File: config.mk
export PLATFORM = sky130hd
export DESIGN_NAME = uart_prog_loader
export DESIGN_NICKNAME = d
export VERILOG_FILES = /design/src/rtl/loader_pkg.sv /design/src/rtl/uart_rx_byte.sv /design/src/rtl/uart_prog_loader.sv
export SDC_FILE = /design/constraint.sdc
export NUM_CORES = 1
export LEC_CHECK = 0
export ABC_AREA = 0
export CAP_MARGIN = 15
export CORE_MARGIN = 2
export CORE_UTILIZATION = 45
export CTS_CLUSTER_DIAMETER = 120
export DETAILED_ROUTE_END_ITERATION = 6
export GPL_ROUTABILITY_DRIVEN = 0
export PLACE_DENSITY = 0.68
export SETUP_SLACK_MARGIN = 0.02
export SLEW_MARGIN = 20
export SYNTH_ARGS = -nofsm -noshare
export SYNTH_HDL_FRONTEND = slang
export SYNTH_SLANG_ARGS = --single-unit
File: constraint.sdc
create_clock -name clk -period 3.65 [get_ports clk]
set_input_delay 0.73 -clock clk [delete_from_list [all_inputs] [get_ports clk]]
set_output_delay 0.73 -clock clk [all_outputs]
set_load 0.01 [all_outputs]
File: src/rtl/loader_pkg.sv
// Shared definitions for the UART program loader: receive FSM states and
// byte/word geometry.
package loader_pkg;

  typedef enum logic [2:0] {
    IDLE,
    START,
    DATA,
    STOP,
    WAIT_IDLE
  } rx_state_t;

  localparam int BITS_PER_BYTE  = 8;
  localparam int BYTES_PER_WORD = 4;

endpackage

File: src/rtl/uart_rx_byte.sv
// 8N1 UART byte receiver: 2-flop synchronizer, mid-bit sampling FSM.
// Emits a one-cycle byte_valid with the byte, or a one-cycle
// frame_err_pulse when the stop bit is sampled low.
module uart_rx_byte
  import loader_pkg::*;
#(
  parameter int CLKS_PER_BIT = 868
) (
  input  logic       clk,
  input  logic       rst,
  input  logic       rx,
  output logic       byte_valid,
  output logic [7:0] byte_data,
  output logic       frame_err_pulse
);

  localparam int CNT_W = $clog2(CLKS_PER_BIT);
  localparam logic [CNT_W-1:0] LAST_CNT = CNT_W'(CLKS_PER_BIT - 1);
  localparam logic [CNT_W-1:0] HALF_CNT = CNT_W'(CLKS_PER_BIT / 2 - 1);
  localparam logic [2:0]       LAST_BIT = 3'(BITS_PER_BYTE - 1);

  logic             rx_meta;
  logic             rx_sync;
  rx_state_t        state;
  logic [CNT_W-1:0] cnt;
  logic [2:0]       bit_idx;
  logic [7:0]       shift;

  // Bring the asynchronous serial line into the clk domain; idle-high reset
  always_ff @(posedge clk or negedge rst) begin
    if (!rst) begin
      rx_meta <= 1'b1;
      rx_sync <= 1'b1;
    end else begin
      rx_meta <= rx;
      rx_sync <= rx_meta;
    end
  end

  // Bit-level receive FSM with registered byte/error strobes
  always_ff @(posedge clk or negedge rst) begin
    if (!rst) begin
      state           <= IDLE;
      cnt             <= '0;
      bit_idx         <= '0;
      shift           <= '0;
      byte_valid      <= 1'b0;
      byte_data       <= '0;
      frame_err_pulse <= 1'b0;
    end else begin
      byte_valid      <= 1'b0;
      frame_err_pulse <= 1'b0;
      case (state)
        IDLE: begin
          cnt <= '0;
          if (!rx_sync) state <= START;
        end
        START: begin
          // Half a bit in: a real start bit is still low, a glitch is not
          if (cnt == HALF_CNT) begin
            cnt     <= '0;
            bit_idx <= '0;
            state   <= rx_sync ? IDLE : DATA;
          end else begin
            cnt <= cnt + 1'b1;
          end
        end
        DATA: begin
          if (cnt == LAST_CNT) begin
            cnt   <= '0;
            shift <= {rx_sync, shift[7:1]};
            if (bit_idx == LAST_BIT) state <= STOP;
            else bit_idx <= bit_idx + 1'b1;
          end else begin
            cnt <= cnt + 1'b1;
          end
        end
        STOP: begin
          if (cnt == LAST_CNT) begin
            cnt <= '0;
            if (rx_sync) begin
              byte_valid <= 1'b1;
              byte_data  <= shift;
              state      <= IDLE;
            end else begin
              frame_err_pulse <= 1'b1;
              state           <= WAIT_IDLE;
            end
          end else begin
            cnt <= cnt + 1'b1;
          end
        end
        WAIT_IDLE: begin
          // A stuck-low line must return high before the next start bit counts
          if (rx_sync) state <= IDLE;
        end
        default: state <= IDLE;
      endcase
    end
  end

endmodule

File: src/rtl/uart_prog_loader.sv
// Serial program loader: assembles received bytes little-endian into 32-bit
// words and writes CELL_NUMBERS of them to instruction memory from address 0,
// then raises a sticky load_done that releases the CPU.
module uart_prog_loader
  import loader_pkg::*;
#(
  parameter int CLKS_PER_BIT = 868,
  parameter int CELL_NUMBERS = 64,
  parameter int ADDR_W       = 6
) (
  input  logic              clk,
  input  logic              rst,
  input  logic              rx,
  output logic              imem_we,
  output logic [ADDR_W-1:0] imem_addr,
  output logic [31:0]       imem_wdata,
  output logic              load_done,
  output logic              frame_err
);

  localparam logic [ADDR_W-1:0] LAST_ADDR = ADDR_W'(CELL_NUMBERS - 1);
  localparam logic [1:0]        LAST_LANE = 2'(BYTES_PER_WORD - 1);

  logic              byte_valid;
  logic [7:0]        byte_data;
  logic              frame_err_pulse;
  logic              accept;
  logic [1:0]        lane;
  logic [ADDR_W-1:0] word_idx;
  logic [23:0]       lane_word;

  uart_rx_byte #(
    .CLKS_PER_BIT(CLKS_PER_BIT)
  ) u_rx (
    .clk            (clk),
    .rst            (rst),
    .rx             (rx),
    .byte_valid     (byte_valid),
    .byte_data      (byte_data),
    .frame_err_pulse(frame_err_pulse)
  );

  // Bytes arriving after the image is complete are ignored entirely
  assign accept = byte_valid && !load_done;

  // One holding register per lower lane; the top lane goes straight to the write
  genvar gi;
  generate
    for (gi = 0; gi < BYTES_PER_WORD - 1; gi++) begin : g_lane
      logic [7:0] held;

      // Capture the byte addressed to this lane
      always_ff @(posedge clk or negedge rst) begin
        if (!rst) held <= '0;
        else if (accept && lane == 2'(gi)) held <= byte_data;
      end

      assign lane_word[gi*8 +: 8] = held;
    end
  endgenerate

  // Lane/index bookkeeping and the memory write strobe
  always_ff @(posedge clk or negedge rst) begin
    if (!rst) begin
      lane       <= '0;
      word_idx   <= '0;
      imem_we    <= 1'b0;
      imem_addr  <= '0;
      imem_wdata <= '0;
    end else begin
      imem_we <= 1'b0;
      if (accept) begin
        if (lane == LAST_LANE) begin
          imem_we    <= 1'b1;
          imem_addr  <= word_idx;
          imem_wdata <= {byte_data, lane_word};
          lane       <= '0;
          word_idx   <= word_idx + ADDR_W'(1);
        end else begin
          lane <= lane + 2'd1;
        end
      end
    end
  end

  // Completion goes high the cycle after the final write and stays high
  always_ff @(posedge clk or negedge rst) begin
    if (!rst) load_done <= 1'b0;
    else if (imem_we && imem_addr == LAST_ADDR) load_done <= 1'b1;
  end

  // Sticky framing-error flag
  always_ff @(posedge clk or negedge rst) begin
    if (!rst) frame_err <= 1'b0;
    else if (frame_err_pulse) frame_err <= 1'b1;
  end

endmodule

==> results.txt, run 1 <==
* Dominant combinational cell family by area after synthesis: multiplexers
- IR drop worst, VDD: 0.000198 V
* Max capacitance violation total: 0
* HPWL after detailed placement: 5100 um
- The detailed router finished its first iteration with 61 violations.
- The startpoint identified for the worst hold timing path is u_rx.rx_meta.
- The floorplan step defined a die boundary enclosing 10900 sq um.
- Standard cell with the maximum stage delay on the critical path: sky130_fd_sc_hd__or3b_1
- Sinks on Clock Net: 109
- Counting every instance in the synthesized netlist gives 325.
- Of the total synthesized cell area, the portion taken by full adders, half adders and majority gates is 0.0247.
* CP cell instances: or3b_1 > nor3_4 > and3_1 > mux2_4
- Once layout is complete, the utilization of the core stands at 0.538.
* Number of endpoints failing setup at the final stage: 0
* Sequential group share of total power: 0.644
- Worst-Margin Slew: 0.973 ns
- The initial utilization of the core area, before any placement, comes to 0.464.
- Relative to the synthesized area, the layout overhead comes to 16.0%.
- sky130_fd_sc_hd__dfrtp_1 takes more of the synthesized area than any other cell.
- Dividing the final minimum period by the clock period gives 0.634.
- Residual antenna-violating net count after detailed routing: 0
- Clock period minus final worst setup slack: 2.31 ns
* CTS tree: built
- Portion of netlist area occupied by mux cells: 0.211
* Unrepaired setup endpoints after global routing: false
- The final-report hold violation count was 0.
- For this run, the register share of the synthesized area comes to 0.599.
- After global routing the overflow that remains totals 0.
- No sink is reached through more buffers than the 2 on the longest clock path.
- The core region is 9820 sq um.
- Gates resized during post-CTS repair numbered 0.
* Via count: 2652
* Chip Width: 105 um
- Fraction of layout cells with a size suffix above 1: 0.297
- Max-slew violation count: 0
- The post-synthesis compound-gate area fraction is 0.0502.
- During I/O placement, the number of pins put on the boundary was 44.
* Worst slew slack as a fraction of its limit: 0.351
- In the routed design, unresolved DRC markers number 0.
- Instance count along the most critical hold path: 0
* Cell Area, Synth: 4560 sq um
- Using the TritonRoute via totals, the vias-per-cell ratio works out to 5.23.
- Startpoint Class: flop
- The number of setup buffers added after CTS is 0.
- The later pin in the worst-skew pair is clocked with a latency of 0.37 ns.
* Average detailed-routed wire length per instance: 15.1 um
* Distinct cell type count of the synthesized netlist: 50
* Number of global-route vias before repair: 2634
* Category of the worst setup path capture point: flop
- The tree is rooted in a sky130_fd_sc_hd__clkbuf_8.
- After clock tree synthesis, the clock-pin slew on the worst setup and hold paths is 0.10 ns.
- H-tree levels: 3
- Grouping stages by cell kind, the critical path spends the most delay in simple AND/OR/NAND/NOR gates.
- Peak clock frequency supported by timing: 432 MHz
- The endpoint identified for the worst register-to-register timing path is u_rx.byte_data[7].
- Of the total synthesized cell area, the portion taken by XOR and XNOR cells is 0.00961.
* Row cnt: 36
- The most used flip-flop cell after synthesis is sky130_fd_sc_hd__dfrtp_1.
* Total nets after synthesis: 337
* Share of async-settable or async-resettable flops after synthesis: 1.00
- Crit path required time: 3.90 ns
* Count of buffering cells on the critical path with inverters included: 0
* Leak Pwr: 2.51 nW
- Clk pwr share: 0.342
* Number of port buffers: 43
- Summed negative setup slack over all endpoints: 0 ns
- Diode count: 0
- Of the total synthesized cell area, the portion taken by AND, OR, NAND and NOR gates is 0.0870.
* Share of the synthesized area in the top cell type: 0.588
- The average instance in the mapped netlist occupies 14.0 sq um.
- Net switching power of the design: 0.416 mW
- Floorplan die height: 105 um
- Clock tree synthesis inserted a total of 9 buffers.
- The worst hold path terminates at u_rx.rx_sync.
- DRT Wirelength: 7640 um
* Largest clock skew in the final design: 0.00940 ns
* Final total power: 1.88 mW
- Of the total power, combinational logic draws 0.014.
* Power Internal: 1.46 mW
* Fin Hold WS: 0.359 ns
* Path type of the worst setup path: flop to flop
- The run finished with clean final reports.
* Synth warn: 0
- The pre-antenna-repair detailed-routing pass consisted of 4 iterations.
- NumNets Final: 381
* Power density over the cells: 356 nW/um^2
- Of all nets on the critical path, the largest fanout is 9.
- Yosys mapped a number of flops with a built-in enable equal to 0.
- The first global-routing pass estimated 13000 um of wire.
* CTS Hold Buffers Added: 0
* Overall global routing resource usage: 0.147
- Of the total power, the share spent switching nets is 0.222.
* HP Class: flop to flop
- Initial antenna violation count: 0
- Arr. time, crit path: 2.57 ns
- The worst register-to-register path has a depth of 4.
- The worst register-to-register path begins at u_rx.cnt[2].
* Cells taking the most area after synthesis: sky130_fd_sc_hd__dfrtp_1 (59%), sky130_fd_sc_hd__mux2_2 (18%), sky130_fd_sc_hd__mux2_4 (2.6%), sky130_fd_sc_hd__ha_1 (2.5%), sky130_fd_sc_hd__nand2_1 (1.7%)
- Largest incremental delay on the critical path: 0.56 ns
- In this run, synthesis produced a sequential element count of 109.
- Maximum number of pins on one net before global-route repair: 110
* Register-to-register path setup slack: 1.34 ns
## layout by cell type (no fill, tap or decap), drive strengths merged, types with 5 or more instances in the layout
cell / instances
ha: 9
nor2: 7
mux2: 80
clkdlybuf4s50: 42
a21oi: 5
clkbuf: 11
dfrtp: 107
nor3: 10
o21ai: 9
inv: 6
nand2: 22
## final cells by class
| cell class | instances | area, sq um |
|---|---|---|
| inverter | 7 | 26.3 |
| multi-input combinational | 198 | 1740 |
| sequential | 109 | 2730 |
| clock inverter | 5 | 37.5 |
| clock buffer | 11 | 131 |
| timing repair buffer | 44 | 448 |
| fill | 866 | 4540 |
| tap | 133 | 166 |
## cell usage after synthesis, types with 3 or more instances
master / number
sky130_fd_sc_hd__nand4_1: 4
sky130_fd_sc_hd__or2_2: 4
sky130_fd_sc_hd__mux2_2: 72
sky130_fd_sc_hd__mux2_4: 8
sky130_fd_sc_hd__mux2i_1: 3
sky130_fd_sc_hd__nor3_1: 9
sky130_fd_sc_hd__nand3_1: 4
sky130_fd_sc_hd__ha_1: 9
sky130_fd_sc_hd__clkbuf_1: 7
sky130_fd_sc_hd__o21ai_0: 9
sky130_fd_sc_hd__nor2_1: 7
sky130_fd_sc_hd__nor4_1: 3
sky130_fd_sc_hd__and3_1: 3
sky130_fd_sc_hd__xnor2_1: 4
sky130_fd_sc_hd__dfrtp_1: 107
sky130_fd_sc_hd__inv_1: 6
sky130_fd_sc_hd__nand2_1: 21
sky130_fd_sc_hd__a21oi_1: 5
## routing by layer
metal | vias to the layer above | wire length [um] | global-route usage
li1 | 1257 | - | -
met3 | 13 | 275 | 0.0393
met2 | 42 | 3590 | 0.231
met5 | - | 0 | 0
met1 | 1340 | 3630 | 0.196
met4 | 0 | 138 | 0.0590
## worst reg2reg max path, delay by kind of cell, from the launching register on
family | cells | cell delay [ns]
AND/OR/NAND/NOR | 3 | 1.42
flip-flops | 1 | 0.44
multiplexers | 1 | 0.34
## power groups by stage
stage	sequential, mW	combinational, mW	clock [mW]
after floorplan	1.23	0.000484	0
after global placement	1.23	0.0287	0
after detailed placement	1.23	0.0291	0
after CTS	1.21	0.0293	0.671
after global routing	1.21	0.0323	0.712
final	1.21	0.0271	0.642
## how the worst max path moves through the flow
stage	start	to	slack, ns	cells after the start
floorplan	u_rx.cnt[2]	u_rx.byte_data[0]	1.74	6
global placement	u_rx.cnt[2]	u_rx.byte_data[0]	1.41	4
detailed placement	u_rx.cnt[2]	u_rx.byte_data[3]	1.34	4
CTS	u_rx.cnt[2]	u_rx.byte_data[7]	1.32	4
global route	u_rx.cnt[2]	u_rx.byte_data[7]	1.17	4
finish	u_rx.cnt[2]	u_rx.byte_data[7]	1.34	4
## per-stage QoR
| stage | instance area (sq um) | instances | setup WS [ns] |
|---|---|---|---|
| 3_3_place_gp | 5110 | 491 | 1.41 |
| 5_1_grt | 5280 | 507 | 1.17 |
| 6_report | 5280 | 507 | 1.34 |
| 4_1_cts | 5280 | 507 | 1.32 |
| 2_1_floorplan | 4560 | 325 | 1.74 |
| 3_5_place_dp | 5110 | 491 | 1.34 |
## state kept, by name, indices dropped and copies added, names as in the netlist
register / flops
frame_err: 1
g_lane.held: 24
imem_addr: 6
imem_wdata: 32
imem_we: 1
lane: 2
load_done: 1
u_rx.bit_idx: 3
u_rx.byte_data: 8
u_rx.byte_valid: 1
u_rx.cnt: 10
u_rx.frame_err_pulse: 1
u_rx.rx_meta: 1
u_rx.rx_sync: 1
u_rx.shift: 8
u_rx.state: 3
word_idx: 6
## logic make-up (layout without fill, tap and decap cells)
logic type | count (synthesis) | count (layout)
muxes | 83 | 83
xor gates and xnor gates | 5 | 5
DFF | 109 | 109
AOI/OAI and AO/OA | 30 | 30
buffers and inverters | 18 | 67
adders and majority gates | 9 | 9
and+or+nand+nor | 71 | 71
Note: power is estimated with default switching activity, not from simulation.
==> run 2: changes to the inputs <==
--- a/config.mk
+++ b/config.mk
@@ -12,7 +12,7 @@
 export CTS_CLUSTER_DIAMETER = 120
 export DETAILED_ROUTE_END_ITERATION = 6
 export GPL_ROUTABILITY_DRIVEN = 0
-export PLACE_DENSITY = 0.68
+export PLACE_DENSITY = 0.71
 export SETUP_SLACK_MARGIN = 0.02
 export SLEW_MARGIN = 20
 export SYNTH_ARGS = -nofsm -noshare
==> constraint.sdc (replaced) <==
create_clock -name clk -period 1.9 [get_ports clk]
set_input_delay 0.38 -clock clk [delete_from_list [all_inputs] [get_ports clk]]
set_output_delay 0.38 -clock clk [all_outputs]
set_load 0.01 [all_outputs]
==> run 2 against run 1 <==
  * The run now ends with negative setup slack left
  * Sequential cell count is the same
  * Via count up 3.0%
  * Hold slack worse by 0.33 ns
  * Maximum frequency rose by 19%
  * Sequential share of layout area shrank 2.3 points
  * Utilization up 2.5 points
  * First-iteration DRC count up 8.2%
  * Die area is the same
  * Non-clock buffer count grew 22
  * Clock-buffer cell count fell by 2
  * Critical path type unchanged
==> results.txt, run 2 (same netlist as run 1, synthesis figures left out) <==
- Result of the run: complete, but fails checks
- The checks that failed: negative setup slack.
* HPWL after detailed placement: 5520 um
- Root buf cell: sky130_fd_sc_hd__clkbuf_8
* Number of endpoints failing setup at the final stage: 6
- Max-cap violations in this run came to 0.
- After detailed routing, the number of vias per cell comes to 5.17.
- Along the worst path, the maximum fanout reaches 5.
- Boundary pin count: 44
- Diode count: 0
- Clk pin slew, worst setup/hold paths: 0.11 ns
- Multi-input combinational cell area: 1790 sq um
- The worst hold path belongs to the class input port to async pin.
- Number of buffers created by CTS: 9
* Worst slew slack as a fraction of its limit: 0.703
- The worst-case IR drop observed on VDD is 0.000407 V.
* Flip-flop count of the largest register after layout: 32
- Arr. time, crit path: 2.25 ns
- Power density over the cells: 667 nW/um^2
- The worst setup path is captured at a flop.
* Wire length of the first global-routing pass: 13600 um
* Drt first pass iters: 4
- For this run, the slowest stage of the critical path takes 0.47 ns.
- Core Area: 9820 sq um
- Final Instance Count excl. Fillers: 528
- Clock period minus final worst setup slack: 1.94 ns
* Number of buffers on the longest clock path: 2
- On the final layout, the worst clock skew is 0.0147 ns.
* Fraction of layout cells with a size suffix above 1: 0.354
- STA puts the critical path data required time at 2.20 ns.
* H-tree levels: 3
* Area used by sequential logic in the layout: 2730 sq um
- Final critical-path share of the clock period: 1.02
* Top register by number of flip-flops: imem_wdata
- Entering global routing, the biggest net connects 81 pins.
* Biggest registers after layout: imem_wdata: 32 flops, g_lane.held: 24 flops, u_rx.cnt: 10 flops
- Startpoint Class: flop
* CP cell instances: inv_1 > ha_1 > or4bb_4 > o31a_1 > or3_1 > a21oi_2
- Peak clock frequency supported by timing: 515 MHz
- CTS tree: built
* Die area: 10900 sq um
- Via count: 2732
- Total grt overflow: 0
- Residual antenna-violating net count after detailed routing: 0
- The initial utilization of the core area, before any placement, comes to 0.464.
- Number of cells in the design after placement: 510
- The number of antenna violations at the first check in global routing came to 0.
* Path type of the worst setup path: flop to flop
- During placement, the flow inserted port buffers numbering 43.
- Measured along the x axis, the die boundary spans 105 um.
- Sinks on Clock Net: 109
* DRT Wirelength: 8240 um
* Instance area at placement: 5290 sq um
* Max-slew violation count: 0
- Post-route cell area: 5530 sq um
- Most common library cell in the layout ignoring fill and taps: sky130_fd_sc_hd__dfrtp_1
- The detailed router finished its first iteration with 66 violations.
- Once routing completed, OpenROAD measured the worst setup slack at -0.0434 ns.
- The die is 105 um tall.
* Overall global routing resource usage: 0.154
- For the pin with the worst max-slew slack, the measured transition is 0.445 ns.
- In the routed design, unresolved DRC markers number 0.
- Filler Cell Count: 843
- Unrepaired setup endpoints after global routing: true
- Leak Pwr: 2.66 nW
- Row cnt: 36
* Clock network latency to the later pin of the worst-skew pair: 0.36 ns
- Compared with the post-synthesis result, the final layout area differs by 21.4%.
* NumNets Final: 403
- The number of global-route vias before repair came to 2669.
* Standard cell with the maximum stage delay on the critical path: sky130_fd_sc_hd__or4bb_4
- Most used cells in the layout excluding fill and tap cells: sky130_fd_sc_hd__dfrtp_1 (107), sky130_fd_sc_hd__mux2_2 (71), sky130_fd_sc_hd__clkdlybuf4s50_1 (42)
- Average detailed-routed wire length per instance: 15.6 um
- Final core occ: 0.563
- The final-report hold violation count is 0.
-- run 2: cell types whose count changed in the layout (fill, tap and decap cells not counted), sizes merged --
cell	delta
clkinvlp	-2
inv	+2
buf	+22
clkbuf	-2
clkinv	+1
-- run 2: repair_timing --
action / 4_1_cts / 5_1_grt
setup endpoints to repair: 20 / 31
endpoints found under the hold margin: 0 / 0
pin swaps: 0 / 4
hold buffers: 0 / 0
setup buffers: 1 / 2
resized for setup: 4 / 8
-- run 2: path summary, 6_finish.rpt --
path,endpoint,slack [ns],start,cells past startpoint
max,u_rx.state[1],-0.04,u_rx.cnt[1],6
min,u_rx.frame_err_pulse,0.03,rst,2
max reg2reg,u_rx.state[1],-0.04,u_rx.cnt[1],6
min reg2reg,u_rx.rx_sync,0.36,u_rx.rx_meta,0
max in group asynchronous,g_lane[1].held[1],1.54,rst,2
min in group clk,u_rx.rx_sync,0.36,u_rx.rx_meta,0
-- run 2: metal layers --
layer  GRT usage  part of all wire  wire [um]
met1       0.218              0.47       3860
met2       0.243              0.49       4050
met3      0.0262             0.026        216
met4      0.0543             0.013        106
met5           0                 0          0
-- run 2: layout make-up --
cell class / instances / share of cell area
clock inverters: 6 / 0.0106
inverters: 7 / 0.00475
clock buffers: 9 / 0.0224
repair buffers: 66 / 0.116
flip-flops and latches: 109 / 0.493
well taps: 133 / 0.0301
multi-input cells: 198 / 0.323
-- run 2: power breakdown --
group          switching (mW)  internal, mW
Combinational          0.0444       0.00935
Clock                   0.817         0.498
Sequential            0.00212          2.32
Total                   0.863          2.83
-- run 2: critical path: cells and delay by family, from the launching register on --
family                     cells  cell delay (ns)
AOI/OAI and AO/OA              2             0.50
DFF                            1             0.39
buffers and inverters          1             0.05
adders and majority gates      1             0.12
and+or+nand+nor                2             0.82
-- run 2: metrics by stage --
step	hold WS (ns)	setup WS [ns]	total power, mW	setup TNS [ns]
final	0.0270	-0.0434	3.69	-0.144
after global routing	0.0545	-0.128	3.84	-1.30
after CTS	0.0392	-0.0231	3.74	-0.0919
after detailed placement	0.347	-0.0484	2.43	-0.195
after global placement	0.347	-0.0164	2.43	-0.0409
after floorplan	0.0844	0.0327	2.37	0
==> run 3: changes to the inputs <==
==> constraint.sdc (replaced) <==
create_clock -name clk -period 1.6 [get_ports clk]
set_input_delay 0.32 -clock clk [delete_from_list [all_inputs] [get_ports clk]]
set_output_delay 0.32 -clock clk [all_outputs]
set_load 0.01 [all_outputs]
==> run 3 against run 2 <==
  * The flow still finishes with violations (negative setup slack)
  * Via count increased by 8.2%
  * Setup slack lost 0.31 ns
  * Critical path depth decreased by 1
  * Register-to-register slack worse by 0.31 ns
  * Non-clock buffer count is 33 higher
  * Clock skew shrank 0.0014 ns
  * Critical path type unchanged
  * Highest routed layer unchanged
==> results.txt, run 3 (same netlist as run 1, synthesis figures left out) <==
- The number of slew-limit violations in the final report is 0.
* Flip-flop count of the largest register after layout: 32
* Leak Pwr: 3.10 nW
- Arr. time, crit path: 2.23 ns
- Sequential group share of total power: 0.591
* Sinks on Clock Net: 109
- Filler Cell Count: 823
- Category of the worst setup path capture point: flop
- For the final database, setup skew stands at 0.0133 ns.
- Remaining DRCs: 0
- Across all register-to-register paths, the minimum setup slack is -0.36 ns.
* Root buf cell: sky130_fd_sc_hd__clkbuf_8
- TritonCTS built the clock tree.
- Power density over the cells: 774 nW/um^2
- For the pin with the worst max-slew slack, the measured transition is 0.364 ns.
* Fin Hold WS: 0.339 ns
* IR drop worst, VDD: 0.000400 V
- Leaving out fill and tap cells, the most frequent cells in the layout are sky130_fd_sc_hd__dfrtp_1 (107), sky130_fd_sc_hd__mux2_2 (62), sky130_fd_sc_hd__buf_4 (41), sky130_fd_sc_hd__dlygate4sd2_1 (41), sky130_fd_sc_hd__nand2_1 (20).
- Post-route cell area: 6030 sq um
- Number of port buffers: 43
- Startpoint Class: flop
- Of the total power, the clock network draws 0.393.
* Biggest registers after layout: imem_wdata: 32 flops, g_lane.held: 24 flops, u_rx.cnt: 10 flops
- Grouping stages by cell kind, the critical path spends the most delay in simple AND/OR/NAND/NOR gates.
- Worst Reg2Reg Path Length in Cells: 5
- The number of global-route vias before repair is 2952.
* Core Area: 9820 sq um
- Most common library cell in the layout ignoring fill and taps: sky130_fd_sc_hd__dfrtp_1
- Count of buffering cells on the critical path with inverters included: 1
- Headroom to the max-slew limit came out at 0.756.
* Drt first pass iters: 4
- Max capacitance violation total: 0
* Maximum number of pins on one net before global-route repair: 40
- Placement-stage worst setup slack: -0.357 ns
- The final-report hold violation count came to 0.
- Growth of design area from synthesis to finish: 32.4%
* Chip Width: 105 um
- The flow ran to the end, but the final reports show violations.
* DRT Wirelength: 9370 um
- Minimum setup slack in the final design: -0.356 ns
* Final Instance Count excl. Fillers: 563
- In this run, the number of DRC markers left after iteration 0 of detailed routing was 109.
- Number of cells in the design after placement: 527
- Initial Utilization: 0.464
- Wire length of the first global-routing pass: 14700 um
* Net switching fraction of the power: 0.238
- Path type of the worst setup path: flop to flop
* Final total power: 4.67 mW
- Largest incremental delay on the critical path: 0.49 ns
* Clock period minus final worst setup slack: 1.96 ns
- The clock tree synthesis step divided the H-tree into 3 levels.
- The most critical setup path has its startpoint at u_rx.cnt[3].
- Crit path required time: 1.87 ns
* Total grt overflow: 0
* Final critical-path share of the clock period: 1.22
- Floorplan die height: 105 um
- Unrepaired setup endpoints after global routing: true
- DR vias/cell: 5.25
- Combinational share of power: 0.015
- CP cell instances: or3b_4 > nor3_4 > and3_4 > clkbuf_16 > mux2_4
* Top register by number of flip-flops: imem_wdata
- The min-delay analysis places its worst path in the category input port to async pin.
- Boundary pin count: 44
- The slowest stage of the critical path belongs to the cell sky130_fd_sc_hd__or3b_4.
- At the end of the flow, the number of nets in the layout was 437.
- Overall global routing resource usage: 0.171
- Number of buffers on the longest clock path: 2
- CP max FO: 8
- Summed negative setup slack over all endpoints: -8.60 ns
* Number of endpoints failing setup at the final stage: 32
- Instance area at placement: 5480 sq um
- Diode count: 0
* Power Internal: 3.56 mW
- Once detailed placement completed, the half-perimeter wirelength came to 6070 um.
- Violations in the final reports: negative setup slack
- The number of clock buffers added by TritonCTS is 9.
* Initial antenna violation count: 0
- Critical R2R Capture: u_rx.byte_data[5]
- Fraction of layout cells with a size suffix above 1: 0.433
- Row cnt: 36
- For this run, the top clock speed supported by timing is 511 MHz.
- Clock network latency to the later pin of the worst-skew pair: 0.39 ns
- Summed over all nets, the switching power comes to 1.11 mW.
- Final core occ: 0.614
* Average detailed-routed wire length per instance: 16.6 um
- In this run the critical register-to-register path is launched from u_rx.cnt[3].
* Die area: 10900 sq um
* Via count: 2955
- Residual antenna-violating net count after detailed routing: 0
- Clock-pin slew was measured on the worst setup and hold paths at 0.11 ns.
[run 3: cell types whose count changed in the layout (fill, tap and decap cells not counted), moves of 4 or more]
| cell | before | now |
|---|---|---|
| sky130_fd_sc_hd__buf_6 | 1 | 5 |
| sky130_fd_sc_hd__buf_12 | 3 | 7 |
| sky130_fd_sc_hd__buf_4 | 20 | 41 |
| sky130_fd_sc_hd__mux2_4 | 9 | 18 |
| sky130_fd_sc_hd__clkdlybuf4s50_1 | 42 | 1 |
| sky130_fd_sc_hd__mux2_2 | 71 | 62 |
| sky130_fd_sc_hd__dlygate4sd2_1 | 0 | 41 |
| sky130_fd_sc_hd__o21ai_0 | 8 | 3 |
[run 3: cell type report]
type / count / area (sq um) / area share
Inverter: 7 / 26.3 / 0.00436
Clock buffer: 9 / 124 / 0.0205
Sequential cell: 109 / 2730 / 0.453
Tap cell: 133 / 166 / 0.0276
Timing Repair Buffer: 99 / 958 / 0.159
Multi-Input combinational cell: 199 / 1930 / 0.319
Clock inverter: 7 / 101 / 0.0168
[run 3: worst max path at each step]
stage / depth (start not counted) / slack, ns / end
detailed placement: 6 / -0.36 / u_rx.state[1]
finish: 5 / -0.36 / u_rx.byte_data[5]
global route: 6 / -0.44 / u_rx.state[1]
CTS: 6 / -0.33 / u_rx.state[1]
global placement: 6 / -0.33 / u_rx.state[1]
floorplan: 6 / -0.27 / u_rx.state[1]
[run 3: timing repair]
item,CTS,global route
resized for setup,52,30
hold buffers,1,0
pin swaps,1,11
gates cloned,0,5
hold endpoints to repair,15,0
endpoints found under the setup margin,93,55
buffers inserted,9,5
[run 3: power groups by stage]
stage / sequential (mW) / clock, mW / combinational [mW]
CTS: 2.76 / 1.89 / 0.0774
finish: 2.76 / 1.84 / 0.0719
global route: 2.76 / 1.99 / 0.0844
floorplan: 2.81 / 0 / 0.00109
detailed placement: 2.81 / 0 / 0.0755
global placement: 2.81 / 0 / 0.0737
[run 3: per-layer routing]
| layer | vias to the layer above | routed length (um) | track usage |
|---|---|---|---|
| li1 | 1371 | - | - |
| met1 | 1511 | 4110 | 0.216 |
| met2 | 57 | 4740 | 0.288 |
| met3 | 16 | 286 | 0.0337 |
| met4 | 0 | 235 | 0.0733 |
| met5 | - | 0 | 0 |
